## config.mk

```make
export PLATFORM = sky130hd
export DESIGN_NAME = rx_ctrl
export DESIGN_NICKNAME = d
export VERILOG_FILES = /design/src/rtl/rx_ctrl.sv
export SDC_FILE = /design/constraint.sdc
export NUM_CORES = 1
export LEC_CHECK = 0
export ABC_CLOCK_PERIOD_IN_PS = 2400
export BUFFER_PORTS_ARGS = -buffer_cell sky130_fd_sc_hd__buf_2
export CAP_MARGIN = 25
export CORE_MARGIN = 1.5
export CORE_UTILIZATION = 51
export DETAILED_ROUTE_END_ITERATION = 6
export HOLD_SLACK_MARGIN = 0.15
export PLACE_DENSITY = 0.82
export SETUP_SLACK_MARGIN = 0.3
export SKIP_CTS_REPAIR_TIMING = 1
export SYNTH_ARGS = -nofsm -noshare
export SYNTH_HDL_FRONTEND = slang
export SYNTH_SLANG_ARGS = --single-unit
```

## constraint.sdc

```tcl
create_clock -name clk_i -period 2.4 [get_ports clk_i]
set_input_delay 0.24 -clock clk_i [delete_from_list [all_inputs] [get_ports clk_i]]
set_output_delay 0.24 -clock clk_i [all_outputs]
set_load 0.02 [all_outputs]
```

## src/rtl/rx_ctrl.sv

```systemverilog
// rx_ctrl: receive-side controller for the UART receiver.
// Owns the receiver enable and configuration so that neither changes mid-frame.
// Captures each completed frame and its parity status into a show-ahead FIFO.
// Keeps a sticky overrun flag and a saturating parity-error counter.
module rx_ctrl #(
    parameter int MAX_DATA_WIDTH = 8,
    parameter int CONF_WIDTH     = 5,
    parameter int FIFO_DEPTH     = 4,
    parameter int FIFO_PTR_WIDTH = 2,
    parameter int PERR_CNT_WIDTH = 8
) (
    input  logic                      clk_i,
    input  logic                      rst_i,
    input  logic                      enable_i,
    input  logic                      conf_wr_i,
    input  logic [CONF_WIDTH-1:0]     conf_i,
    input  logic                      clr_err_i,
    output logic                      rx_en_o,
    output logic [CONF_WIDTH-1:0]     rx_conf_o,
    input  logic                      rx_busy_i,
    input  logic                      rx_done_i,
    input  logic                      rx_parity_error_i,
    input  logic [MAX_DATA_WIDTH-1:0] rx_data_i,
    output logic [MAX_DATA_WIDTH-1:0] data_o,
    output logic                      perr_o,
    output logic                      valid_o,
    input  logic                      ready_i,
    output logic [FIFO_PTR_WIDTH:0]   level_o,
    output logic                      conf_pending_o,
    output logic                      overrun_o,
    output logic [PERR_CNT_WIDTH-1:0] perr_cnt_o
);

    typedef enum logic [1:0] {
        ST_OFF  = 2'd0,
        ST_RUN  = 2'd1,
        ST_STOP = 2'd2
    } state_t;

    localparam logic [FIFO_PTR_WIDTH:0]   CNT_ONE  = 1;
    localparam logic [FIFO_PTR_WIDTH:0]   CNT_FULL = (FIFO_PTR_WIDTH+1)'(FIFO_DEPTH);
    localparam logic [FIFO_PTR_WIDTH-1:0] PTR_ONE  = 1;
    localparam logic [PERR_CNT_WIDTH-1:0] PERR_ONE = 1;
    localparam logic [PERR_CNT_WIDTH-1:0] PERR_MAX = '1;

    state_t                      state_q;
    logic                        rx_en_q;
    logic [CONF_WIDTH-1:0]       conf_q;
    logic [CONF_WIDTH-1:0]       shadow_q;
    logic                        pending_q;
    logic                        done_q;
    logic                        evt_q;
    logic                        evt_perr_q;
    logic [MAX_DATA_WIDTH-1:0]   evt_data_q;
    logic [MAX_DATA_WIDTH-1:0]   mem_data_q [FIFO_DEPTH];
    logic                        mem_perr_q [FIFO_DEPTH];
    logic [FIFO_PTR_WIDTH-1:0]   wr_ptr_q;
    logic [FIFO_PTR_WIDTH-1:0]   rd_ptr_q;
    logic [FIFO_PTR_WIDTH:0]     count_q;
    logic [FIFO_PTR_WIDTH:0]     count_d;
    logic                        overrun_q;
    logic [PERR_CNT_WIDTH-1:0]   perr_cnt_q;

    logic apply;
    logic pop;
    logic full;
    logic wr_en;

    // The shadow may only be applied when no frame is in flight.
    assign apply = pending_q && ((state_q == ST_OFF) || !rx_busy_i);
    assign pop   = (count_q != '0) && ready_i;
    assign full  = (count_q == CNT_FULL);
    // A full FIFO still takes the frame when the head leaves in the same cycle.
    assign wr_en = evt_q && (!full || pop);

    // Enable sequencer: rx_en_o drops only once the receiver is idle.
    always_ff @(posedge clk_i or posedge rst_i) begin
        if (rst_i) begin
            state_q <= ST_OFF;
            rx_en_q <= 1'b0;
        end else begin
            case (state_q)
                ST_OFF: begin
                    if (enable_i) begin
                        state_q <= ST_RUN;
                        rx_en_q <= 1'b1;
                    end
                end
                ST_RUN: begin
                    if (!enable_i) begin
                        if (rx_busy_i) begin
                            state_q <= ST_STOP;
                        end else begin
                            state_q <= ST_OFF;
                            rx_en_q <= 1'b0;
                        end
                    end
                end
                ST_STOP: begin
                    // A renewed request aborts the stop even if the frame just ended.
                    if (enable_i) begin
                        state_q <= ST_RUN;
                    end else if (!rx_busy_i) begin
                        state_q <= ST_OFF;
                        rx_en_q <= 1'b0;
                    end
                end
                default: begin
                    state_q <= ST_OFF;
                    rx_en_q <= 1'b0;
                end
            endcase
        end
    end

    // Shadow config; a write in an apply cycle refills the shadow and keeps it pending.
    always_ff @(posedge clk_i or posedge rst_i) begin
        if (rst_i) begin
            conf_q    <= '0;
            shadow_q  <= '0;
            pending_q <= 1'b0;
        end else begin
            if (apply) begin
                conf_q    <= shadow_q;
                pending_q <= 1'b0;
            end
            if (conf_wr_i) begin
                shadow_q  <= conf_i;
                pending_q <= 1'b1;
            end
        end
    end

    // Rising edge of rx_done_i marks one frame; payload is staged for one cycle.
    always_ff @(posedge clk_i or posedge rst_i) begin
        if (rst_i) begin
            done_q     <= 1'b0;
            evt_q      <= 1'b0;
            evt_perr_q <= 1'b0;
            evt_data_q <= '0;
        end else begin
            done_q <= rx_done_i;
            evt_q  <= rx_done_i && !done_q;
            if (rx_done_i && !done_q) begin
                evt_perr_q <= rx_parity_error_i;
                evt_data_q <= rx_data_i;
            end
        end
    end

    // Occupancy next-state.
    always_comb begin
        count_d = count_q;
        if (wr_en && !pop) begin
            count_d = count_q + CNT_ONE;
        end else if (!wr_en && pop) begin
            count_d = count_q - CNT_ONE;
        end
    end

    // FIFO storage and pointers; pointers wrap naturally at the power-of-two depth.
    always_ff @(posedge clk_i or posedge rst_i) begin
        if (rst_i) begin
            for (int i = 0; i < FIFO_DEPTH; i++) begin
                mem_data_q[i] <= '0;
                mem_perr_q[i] <= 1'b0;
            end
            wr_ptr_q <= '0;
            rd_ptr_q <= '0;
            count_q  <= '0;
        end else begin
            if (wr_en) begin
                mem_data_q[wr_ptr_q] <= evt_data_q;
                mem_perr_q[wr_ptr_q] <= evt_perr_q;
                wr_ptr_q             <= wr_ptr_q + PTR_ONE;
            end
            if (pop) begin
                rd_ptr_q <= rd_ptr_q + PTR_ONE;
            end
            count_q <= count_d;
        end
    end

    // Error status; a same-cycle set or increment wins over clear.
    always_ff @(posedge clk_i or posedge rst_i) begin
        if (rst_i) begin
            overrun_q  <= 1'b0;
            perr_cnt_q <= '0;
        end else begin
            if (evt_q && full && !pop) begin
                overrun_q <= 1'b1;
            end else if (clr_err_i) begin
                overrun_q <= 1'b0;
            end
            if (evt_q && evt_perr_q) begin
                if (clr_err_i) begin
                    perr_cnt_q <= PERR_ONE;
                end else if (perr_cnt_q != PERR_MAX) begin
                    perr_cnt_q <= perr_cnt_q + PERR_ONE;
                end
            end else if (clr_err_i) begin
                perr_cnt_q <= '0;
            end
        end
    end

    assign rx_en_o        = rx_en_q;
    assign rx_conf_o      = conf_q;
    assign conf_pending_o = pending_q;
    assign data_o         = mem_data_q[rd_ptr_q];
    assign perr_o         = mem_perr_q[rd_ptr_q];
    assign valid_o        = (count_q != '0);
    assign level_o        = count_q;
    assign overrun_o      = overrun_q;
    assign perr_cnt_o     = perr_cnt_q;

endmodule

```

# [Word-level counts from Yosys, hierarchy flattened]
# Index checks and enable logic that the tools add are counted.
[classes] n_addsub=5 order_cmp=3 eq_ne=9 n_mux=32 bitwise=2 reduce_logical=28
[ops] op="2-to-1 mux 8 bit" count=7
[ops] op="bitwise mux 32 bit" count=1
[ops] op="binary-select mux 8 bit (select 2 bit)" count=1
[ops] op="demux 8 bit (select 2 bit)" count=1
[ops] op="logical AND 1 bit" count=10
[ops] op="2-to-1 mux 1 bit" count=10
[ops] op="2-to-1 mux 2 bit" count=5
[ops] op="nonzero test 2 bit" count=5
[ops] op="adder 8 x 1 -> 8 bit (second input constant)" count=1
[ops] op="!= test 2 bit (second input constant)" count=4
[ops] op="!= test 8 bit (second input constant)" count=1
[ops] op=">= comparator 3 bit (second input constant)" count=2
[ops] op="2-to-1 mux 3 bit" count=2
[ops] op="NOT 2 -> 3 bit" count=2
[ops] op="one-hot mux 2 bit (3 select lines)" count=1
[ops] op="AND reduction 3 bit" count=2
[ops] op="logical NOT 1 bit" count=5
[ops] op="adder 2 x 1 -> 2 bit (second input constant)" count=2
[ops] op="bitwise mux 4 bit" count=1
[ops] op="adder 3 x 1 -> 3 bit (second input constant)" count=1
[ops] op="equality test 3 bit (second input constant)" count=1
[ops] op="< comparator 3 x 1 -> 1 bit (second input constant)" count=1
[ops] op="!= test 3 bit (second input constant)" count=1
[ops] op="nonzero test 3 bit" count=1
[ops] op="other kinds (10)" count=11
[word_totals] register_bits=77 in_bits=22 out_inout_bits=29 elab_cells=101

# [Depth between registers and ports, before layout]
[logic_depth] depth_word=8 depth_mapped=10 depth_no_buf=9

# [Worst setup path before layout]
# No wires, ideal clock.
[synth_timing] path_type="register -> register" start="reg count_q[1] (netlist: level_o[1])" end="reg count_q[1] (netlist: level_o[1])" setup_time_ns=0.125 arrival_ns=2.226 required_ns=2.275 path_slack_ns=0.050 path_stages_with_launch=9 path_buffers=1 synth_period_minus_slack_ns=2.350 path_cell_list="dfrtp_1 -> or4b_1 -> buf_6 -> nand2_1 -> inv_1 -> ha_1 -> inv_1 -> fa_1 -> mux2_2"
[synth_via] elab_cells_between_ends=15 cone_classes="add/sub (2); eq/ne (1); mux (2); reduce/logical (10)"
[synth_rtl] item="from (decl)" line="59" text="logic [FIFO_PTR_WIDTH:0] count_q;"
[synth_rtl] item="from (signal assigned)" line="180" text="count_q <= count_d;"
[synth_rtl] item="equality test 3 bit or nonzero test 3 bit (tied branches)" line="72, 71"
[synth_rtl] item="logical NOT 1 bit or logical AND 1 bit (tied branches)" line="74, 71"
[synth_rtl] item="logical OR 1 bit (*)" line="74" text="assign wr_en = evt_q && (!full || pop);"
[synth_rtl] item="logical AND 1 bit (*)" line="74"
[synth_rtl] item="named net wr_en" line="67" text="logic wr_en;"
[synth_rtl] item="logical AND 1 bit (*)" line="154" text="if (wr_en && !pop) begin"
[synth_rtl] item="2-to-1 mux 3 bit (*)" line="154"
[synth_rtl] item="named net count_d[1]" line="60" text="logic [FIFO_PTR_WIDTH:0] count_d;"
# The timed path passes the listed nets; every way through them passes the cells marked *. The select of a mux whose other input is x is not followed.
# A chain may end at the register's enable or synchronous reset.

# [Worst setup path after layout]
# Ends and elaborated chain as after synthesis.

==> summary.md <==
| Metric | Value |
|---|---|
| Layout Skew | about 8.4 ps |
| Status | finished, final reports clean |
| Setup CP Type | flip-flop to flip-flop |
| Crit end category | flip-flop |
| M1 GR Usage | 24.3% |
| Worst rel slew slack | 60.6% |
| Worst EP arrival | 2390 ps |
| Ant. Diodes | 0 |
| Yosys warns | 0 |
| Post-Syn Area | approximately 3500 µm² |
| Measured slew at the worst slew-check pin | 590 ps |
| DRC Markers | 0 |
| GRT Total Usage | a little under a fifth |
| Final net count | around 350 |
| Syn Area/Cell | between 10 and 15 µm² |
| Core Area | ~6700 µm² |
| Critical-path maximum fanout | 5 |
| Tmin final | about 2200 ps |
| Pwr/cell area | approximately 1200 nW/µm² |
| Layout cell share with drive strength beyond 1 | between 40 and 50% |
| # clock sinks | 77 |
| Grt total ovfl | 0 |
| Worst VDD drop | ~800 µV |
| Vias per cell | around 5.5 |
| Final Cell Area | ~4300 µm² |
| Post-synth cell types | 40 |
| Final period utilization | 90.3% |
| Initial Util | 52.2% |
| Die Span X | between 80 and 90 µm |
| Die Y | around 86 µm |
| Commonest cells after routing, fill and taps aside | dfrtp_1, mux2_2, buf_2 |
| Area delta synth->final | 23.0% |
| Yosys reg bits | 77 |
| Detailed Place HPWL | ~4400 µm |
| Max Cap Viol | 0 |
| Clock tree root driver cell | clkbuf_8 |
| Req. time, crit path | around 2600 ps |
| Most common cell after layout, fill and taps aside | dfrtp_1 |
| RSZ-0062 raised after global routing | yes |
| I/O pin cnt | 51 |
| Post-DRT Antenna Nets | 0 |
| Final wirelength | 6420 µm |
| Static Leak | 0.00195 µW |
| GP Congestion | around 0.75 |
| Multi-input logic area | 1520 µm² |
| H-tree depth | 3 |
| Via count | 2216 |
| Reg area | slightly below 2000 µm² |
| Largest net degree at the start of global routing | 31 |
| Dominant synthesized flop cell | dfrtp_1 |
| Slew Limit Fails | 0 |
| M2 GR Usage | around a third |
| Routed len/inst | around 16 µm |
| Hold crit path type | input pin to flip-flop |
| TritonCTS clock tree | yes |
| Worst Setup Start Kind | flip-flop |
| Number of setup violations in the final report | 0 |
| Global-route wire length before repair | about 11000 µm |
| Antenna violations before repair | 0 |
| Cell count after synthesis | between 200 and 250 |
| GR Layer Usage met3 | a little over 5% |
| Worst-skew pair later-pin latency | 340 ps |
| Die area | ~7400 µm² |
| Clock Path Buffers | 2 |
| Clock Pin Slew Worst Setup and Hold Paths | roughly 80 ps |
| Top Usage Layer GRT | met2 |
| Syn Nets | ~280 |
| Total design power | between 5000 and 6000 µW |
| Num rows | 30 |
| First-pass iteration count of the detailed router | 4 |
| Post-synth EDFFs | 0 |
| Register area share after synthesis | a little over half |
| Max Freq | 461 MHz |
| PortBufs | 50 |
| TNS Setup | 0 ps |
| Post-DP Area | between 3000 and 4000 µm² |
| CTS Buf Count | 9 |
| Final Hold Viols | 0 |
| Iteration-0 DRC Markers | 98 |
| Vias in the first global route | about 2200 |
| Synth async-reset ratio | 100% |
| Number of fillers in the final layout | ~500 |
-- layout make-up --
class / count / area share [%]
multi-input combinational: 145 / 35.2
tap: 80 / 2.32
inverter: 13 / 1.22
clock buffer: 10 / 2.96
timing repair buffer: 73 / 11.0
clock inverter: 6 / 2.58
sequential: 77 / 44.7
-- cell usage after synthesis, types with 2 or more instances --
master     n  area (µm²)
nor2_1     4        15.0
dfrtp_1   77        1930
o21ai_0    2        10.0
nand2b_1   3        18.8
ha_1      10         125
buf_2      2        10.0
mux2_2    55         619
and3_1     5        31.3
clkbuf_1   7        26.3
and4_1     2        17.5
mux4_2     9         203
nand3_1    3        15.0
nor2b_1    4        25.0
mux2_1     3        33.8
nand3_4    4        70.1
a21oi_1    6        30.0
xor2_1     2        17.5
inv_1     13        48.8
nand2_1    4        15.0
a211oi_1   7        52.6
xnor2_1    4        35.0
-- where the power goes --
part	switching (µW)	internal [µW]	total [µW]
logic	839	964	1800
clock network	451	691	1140
registers	372	1770	2140
total	1660	3420	5090
-- metrics by stage --
step | hold slack [ps] | cells | setup WS [ps] | util [%]
after CTS | -31.7 | 387 | 142 | 61.6
after floorplan | 271 | 245 | 131 | -
final | 209 | 404 | 232 | 64.2
after global placement | 335 | 371 | 233 | 58.1
after global routing | 188 | 404 | 185 | 64.2
after detailed placement | 340 | 371 | 171 | 58.1
-- final timing paths --
path	from	end	slack (ps)	cells past startpoint
worst min-delay path	ready_i	rd_ptr_q[0]	210	3
max in group asynchronous	rst_i	mem_data_q[6]	1190	4
worst max register to register	level_o[1]	level_o[1]	230	7
worst max-delay path	level_o[1]	level_o[1]	230	7
min in group asynchronous	rst_i	rx_conf_o[2]	520	3
worst min register to register	mem_perr_q[2]	mem_perr_q[2]	490	1
-- cell families after synthesis --
family | share of synthesized area [%]
multiplexers | 24.7
buffers and inverters | 2.75
adder cells (fa/ha/maj) | 4.14
XOR/XNOR | 1.50
AO/OA/AOI/OAI | 4.57
AND/OR/NAND/NOR | 7.42
flip-flops | 54.9
-- metal layers --
metal	vias up	share of wire, %	routed length, µm
met2	49	52	3320
li1	1046	-	-
met3	6	3.4	219
met1	1115	44	2820
met5	-	0	0
met4	0	1.1	70
-- worst max-delay path, cell delays in order (launching register included) --
cell	delay, ps
dfrtp_2	430
or4b_4	570
nand2_4	100
inv_2	50
ha_4	150
inv_2	60
fa_2	430
mux2_2	270
-- state kept, by name (all words and copies together) (netlist names), 2 cells and up --
| name | cells |
|---|---|
| rx_conf_o | 5 |
| mem_data_q | 32 |
| state_q | 2 |
| level_o | 3 |
| shadow_q | 5 |
| wr_ptr_q | 2 |
| perr_cnt_o | 8 |
| mem_perr_q | 4 |
| evt_data_q | 8 |
| rd_ptr_q | 2 |
(Power assumes the default switching activity.)
